$ cat config.mk
export PLATFORM = sky130hd
export DESIGN_NAME = rom_burst_reader
export DESIGN_NICKNAME = d
export VERILOG_FILES = /design/src/rtl/rom_burst_reader.sv
export SDC_FILE = /design/constraint.sdc
export NUM_CORES = 1
export LEC_CHECK = 0
export CAP_MARGIN = 20
export CORE_MARGIN = 5
export CORE_UTILIZATION = 47
export DETAILED_ROUTE_END_ITERATION = 10
export HOLD_SLACK_MARGIN = 0.05
export PLACE_DENSITY = 0.77
export SLEW_MARGIN = 25
export SYNTH_ARGS = -nofsm -noshare
export SYNTH_HDL_FRONTEND = slang
export SYNTH_SLANG_ARGS = --single-unit
$ cat constraint.sdc
create_clock -name clk -period 1.72 [get_ports clk]
set_input_delay 0.172 -clock clk [delete_from_list [all_inputs] [get_ports clk]]
set_output_delay 0.172 -clock clk [all_outputs]
set_load 0.02 [all_outputs]
$ cat src/rtl/rom_burst_reader.sv
// Parametrised ROM, mem[i] = 3*i+1, read out as ascending or descending wrap-around
// bursts on a valid/ready stream with backpressure and abort.
module rom_burst_reader #(
  parameter int unsigned DATA_W = 8,
  parameter int unsigned ADDR_W = 3,
  parameter int unsigned LEN_W  = 4
) (
  input  logic              clk,
  input  logic              rst,
  input  logic              start,
  input  logic [ADDR_W-1:0] add,
  input  logic [LEN_W-1:0]  len,
  input  logic              dir,
  input  logic              abort,
  input  logic              data_ready,
  output logic [DATA_W-1:0] data_out,
  output logic              data_valid,
  output logic              data_last,
  output logic              busy
);

  typedef enum logic [1:0] {IDLE, RUN, DRAIN} state_t;

  localparam int unsigned TW = DATA_W + ADDR_W + 2;

  state_t             r_state, w_state_nxt;
  logic [ADDR_W-1:0]  r_ptr, w_ptr_nxt;
  logic [LEN_W-1:0]   r_rem, w_rem_nxt;
  logic               r_dir, w_dir_nxt;
  logic [DATA_W-1:0]  r_data, w_data_nxt;
  logic               r_valid, w_valid_nxt;
  logic               r_last, w_last_nxt;
  logic               w_free;

  function automatic logic [DATA_W-1:0] rom_word(input logic [ADDR_W-1:0] a);
    logic [TW-1:0] t;
    t = TW'(a) * TW'(3) + TW'(1);
    return t[DATA_W-1:0];
  endfunction

  function automatic logic [ADDR_W-1:0] step(input logic [ADDR_W-1:0] p, input logic d);
    return d ? (p - 1'b1) : (p + 1'b1);
  endfunction

  assign w_free = !r_valid || data_ready;

  always_comb begin
    w_state_nxt = r_state;
    w_ptr_nxt   = r_ptr;
    w_rem_nxt   = r_rem;
    w_dir_nxt   = r_dir;
    w_data_nxt  = r_data;
    w_valid_nxt = r_valid;
    w_last_nxt  = r_last;
    unique case (r_state)
      IDLE: begin
        if (start) begin
          w_data_nxt  = rom_word(add);
          w_valid_nxt = 1'b1;
          w_last_nxt  = (len == '0);
          w_ptr_nxt   = step(add, dir);
          w_rem_nxt   = len;
          w_dir_nxt   = dir;
          w_state_nxt = (len == '0) ? DRAIN : RUN;
        end else if (r_valid && data_ready) begin
          w_valid_nxt = 1'b0;
          w_last_nxt  = 1'b0;
        end
      end
      RUN: begin
        // RUN always has r_rem >= 1; the beat issued at r_rem==1 is the last one.
        if (w_free) begin
          w_data_nxt  = rom_word(r_ptr);
          w_valid_nxt = 1'b1;
          w_ptr_nxt   = step(r_ptr, r_dir);
          w_rem_nxt   = r_rem - 1'b1;
          w_last_nxt  = (r_rem == LEN_W'(1));
          if (r_rem == LEN_W'(1)) w_state_nxt = DRAIN;
        end
      end
      DRAIN: begin
        if (data_ready) begin
          w_valid_nxt = 1'b0;
          w_last_nxt  = 1'b0;
          w_state_nxt = IDLE;
        end
      end
      default: w_state_nxt = IDLE;
    endcase
    if (abort) begin
      w_valid_nxt = 1'b0;
      w_last_nxt  = 1'b0;
      w_state_nxt = IDLE;
    end
  end

  always_ff @(posedge clk or posedge rst) begin
    if (rst) r_state <= IDLE;
    else     r_state <= w_state_nxt;
  end

  always_ff @(posedge clk or posedge rst) begin
    if (rst) begin
      r_ptr   <= '0;
      r_rem   <= '0;
      r_dir   <= 1'b0;
      r_data  <= '0;
      r_valid <= 1'b0;
      r_last  <= 1'b0;
    end else begin
      r_ptr   <= w_ptr_nxt;
      r_rem   <= w_rem_nxt;
      r_dir   <= w_dir_nxt;
      r_data  <= w_data_nxt;
      r_valid <= w_valid_nxt;
      r_last  <= w_last_nxt;
    end
  end

  assign data_out   = r_data;
  assign data_valid = r_valid;
  assign data_last  = r_last;
  assign busy       = (r_state != IDLE);

endmodule

==> flow_summary_export.csv, run 1 <==
group,metric,value,unit
finish,regArea,402,sq um
route,route.detailed.drc,0,
worst_setup_path,cp_max_fo,3,
finish,antenna_cells,0,
route,post_drt_wl_per_cell,13.6,um
sta,relSlewSlack,56.6,%
sta,fin_crit,1.78,ns
finish,fin_area,1800,sq um
global_routing,grt_pass1_vias,1238,
finish,multi_input_comb_area,860,sq um
placement,gp_congestion,0.801,
finish,final_nets,218,
floorplanning,rows,19,
sta,finalSetupViolations,2,
flow_run,drv_cap,0,
worst_setup_path,crit_type,"reg2reg",
synth,synth-edff-count,0,
sta,rsz0062_at_grt,"true",
sta,final-max-slew-violation-count,0,
synth,yosys_most_used_dff,"dfrtp_1",
route,via_per_inst,5.33,
global_routing,grt_overflow,0,
power,p_comb_share,67.9,%
worst_setup_path,worst_setup_path_end_kind,"register",
finish,postLayoutCoreUtil,66.3,%
sta,holdWs,0.260,ns
placement,numPlacedInstances,207,
clock_network,cts_root_buffer,"clkbuf_4",
synth,syn_area_per_cell,9.26,sq um
synth,synth-warning-count,0,
floorplanning,die_x,62.9,um
sta,setup_ws,-0.0594,ns
floorplanning,core_area,2710,sq um
clock_network,insertion_delay,0.29,ns
global_routing,grt_usage,15.1,%
clock_network,htree_levels,1,
placement,dpl_worst_slack,-0.143,ns
power,pwr-share-clk,8.4,%
sta,hold_viol,0,
finish,fillCellCount,231,
power,worst_ir_drop_vdd,1030,uV
clock_network,clock_sinks,16,
power,p_sw_share,44.4,%
floorplanning,pin_count,24,
synth,synth.distinct_cells,40,
route,num_vias,1157,
outcome,violations,"setup timing",
clock_network,tritoncts,"built",
global_routing,antenna_found_initial,0,
finish,final_cells,217,
min_path,hold_path.class,"in2async",
outcome,outcome,"finished, violations left",
route,wl,2960,um
worst_setup_path,start_kind,"register",
clock_network,cts_buffer_depth,2,
power,seqPwrFrac,23.6,%
placement,port_buffers,20,
finish,syn_to_final_growth,36.5,%
sta,tightestPinTransition,0.650,ns
power,powerDensity,1710,nW/um^2
synth,seq_area_frac_synth,30.4,%
synth,async_flop_share,100,%
route,drt-initial-drc-count,51,
power,p_leak,0.815,nW
finish,drive_gt1_share,26.3,%
synth,synth_cells,142,
floorplanning,die_h,62.9,um
worst_setup_path,arrival,1.96,ns
sta,finClkSkew,0.00280,ns
power,intPower,1.70,mW
clock_network,cts_buffers,3,
route,ant_nets,0,
global_routing,grt_max_degree,17,
synth,synth_seq_cells,16,
power,p_switching,1.36,mW
synth,netlist_area,1320,sq um
placement,place_area,1670,sq um
floorplanning,die_area,3960,sq um
placement,dp_hpwl,2280,um
clock_network,path_clk_slew,0.10,ns
sta,fin_crit_sh,103,%
floorplanning,start_util,48.5,%
clock_network,cts-hold-fix-buffers,0,
global_routing,grt_pass1_wl,5000,um
route,drtPass1Iterations,4,
worst_setup_path,cp.required,1.90,ns
sta,max_freq,562,MHz
[flip-flops by register name, indices dropped and copies added, names as in the netlist]
signal and count:
r_state 2, r_rem 4, r_dir 1, r_ptr 3, data_out 4, data_valid 1, data_last 1
[cell usage after synthesis, types with 2 or more instances]
master	number	area [sq um]
buf_6	2	22.5
inv_1	15	56.3
o21ai_0	6	30.0
buf_4	4	30.0
ha_1	14	175
clkbuf_1	2	7.51
nor3_1	2	10.0
mux2i_1	6	60.1
xnor2_1	4	35.0
nor2b_1	3	18.8
o22ai_1	2	12.5
nor2_1	7	26.3
dfrtp_1	16	400
xor2_1	3	26.3
nand3_1	2	10.0
o21ai_1	4	20.0
a211oi_1	2	15.0
a31oi_1	2	12.5
fa_1	4	80.1
nand2_1	17	63.8
a21oi_1	6	30.0
[cells by family (layout without fill, tap and decap cells)]
family	count (synthesis)	in the layout	synth area share [%]
AND/OR/NAND/NOR	40	41	15.0
AO/OA/AOI/OAI	30	30	16.4
buffers and inverters	24	65	9.23
adder cells (fa/ha/maj)	18	18	19.4
flip-flops	16	16	30.4
XOR/XNOR	7	7	4.66
multiplexers	6	6	4.57
other	1	3	0.285
[power groups by stage]
stage	clock network, mW	logic, mW	registers, mW
2_1_floorplan	0	1.23	0.790
3_3_place_gp	0	1.81	0.704
3_5_place_dp	0	1.91	0.720
4_1_cts	0.268	1.97	0.712
5_1_grt	0.277	2.32	0.752
6_report	0.259	2.08	0.724
[final cells by class]
class / instances / share of cell area, %
Timing Repair Buffer: 46 / 22.4
Multi-Input combinational cell: 105 / 47.9
Clock buffer: 4 / 2.02
Tap cell: 31 / 2.16
Sequential cell: 16 / 22.4
Inverter: 15 / 3.14
[per-stage QoR]
stage | total power, mW | TNS (ns)
after floorplan | 2.02 | -0.0989
after global placement | 2.52 | -0.431
after detailed placement | 2.63 | -0.831
after CTS | 2.95 | -0.0315
after global routing | 3.35 | -0.476
final | 3.06 | -0.0662
[critical path, stage by stage, from the launching register on]
cell and delay (ns):
dfrtp_1 0.42, ha_4 0.14, or3b_4 0.39, a2111oi_4 0.43
mux2i_1 0.22, nor2_1 0.06
[metal layers]
layer / vias to the layer above / wire (um) / global-route usage [%]
li1: 564 / - / -
met1: 569 / 1230 / 16.5
met2: 20 / 1610 / 29.6
met3: 4 / 87 / 1.44
met4: 0 / 29 / 4.77
met5: - / 0 / 0
[cell usage in the layout (no fill, tap or decap), drive strengths merged, types with 2 or more instances in the layout]
master / Yosys / layout
mux2i: 6 / 6
clkbuf: 2 / 4
dfrtp: 16 / 16
o22ai: 2 / 2
nand2: 17 / 17
nor3: 3 / 3
buf: 7 / 26
nand3: 2 / 2
inv: 15 / 15
ha: 14 / 14
a31oi: 2 / 2
or3: 1 / 2
fa: 4 / 4
o311ai: 2 / 2
nor2b: 3 / 3
o21ai: 10 / 10
xor2: 3 / 3
a21oi: 6 / 6
conb: 1 / 3
clkdlybuf4s50: 0 / 19
xnor2: 4 / 4
a211oi: 2 / 2
nor2: 7 / 7
[final timing paths]
path	start	end	slack [ns]	cells after the start
setup / recovery	r_rem[0]	r_state[0]	-0.06	5
hold / removal	rst	r_rem[3]	0.26	2
setup reg to reg	r_rem[0]	r_state[0]	-0.06	5
hold reg to reg	data_out[4]	data_out[4]	0.49	2
max in group asynchronous	rst	r_state[0]	1.01	2
min in group clk	data_out[4]	data_out[4]	0.49	2
[timing repair]
action / CTS / global route
pin swaps: 5 / 5
setup buffers: 2 / 3
gates cloned: 0 / 1
gates resized for setup: 5 / 9
endpoints found under the setup margin: 10 / 12
(Power assumes the default switching activity.)
==> run 2: changes to the inputs <==
CTS_CLUSTER_DIAMETER = 120   (was not set)
==> results of run 2 <==
Same layout as run 1: the final DEF is identical, and so are final timing and power.
==> run 3: changes to the inputs <==
CTS_CLUSTER_SIZE = 16   (was not set)
==> results of run 3 <==
Same layout as run 1: the final DEF is identical, and so are final timing and power.
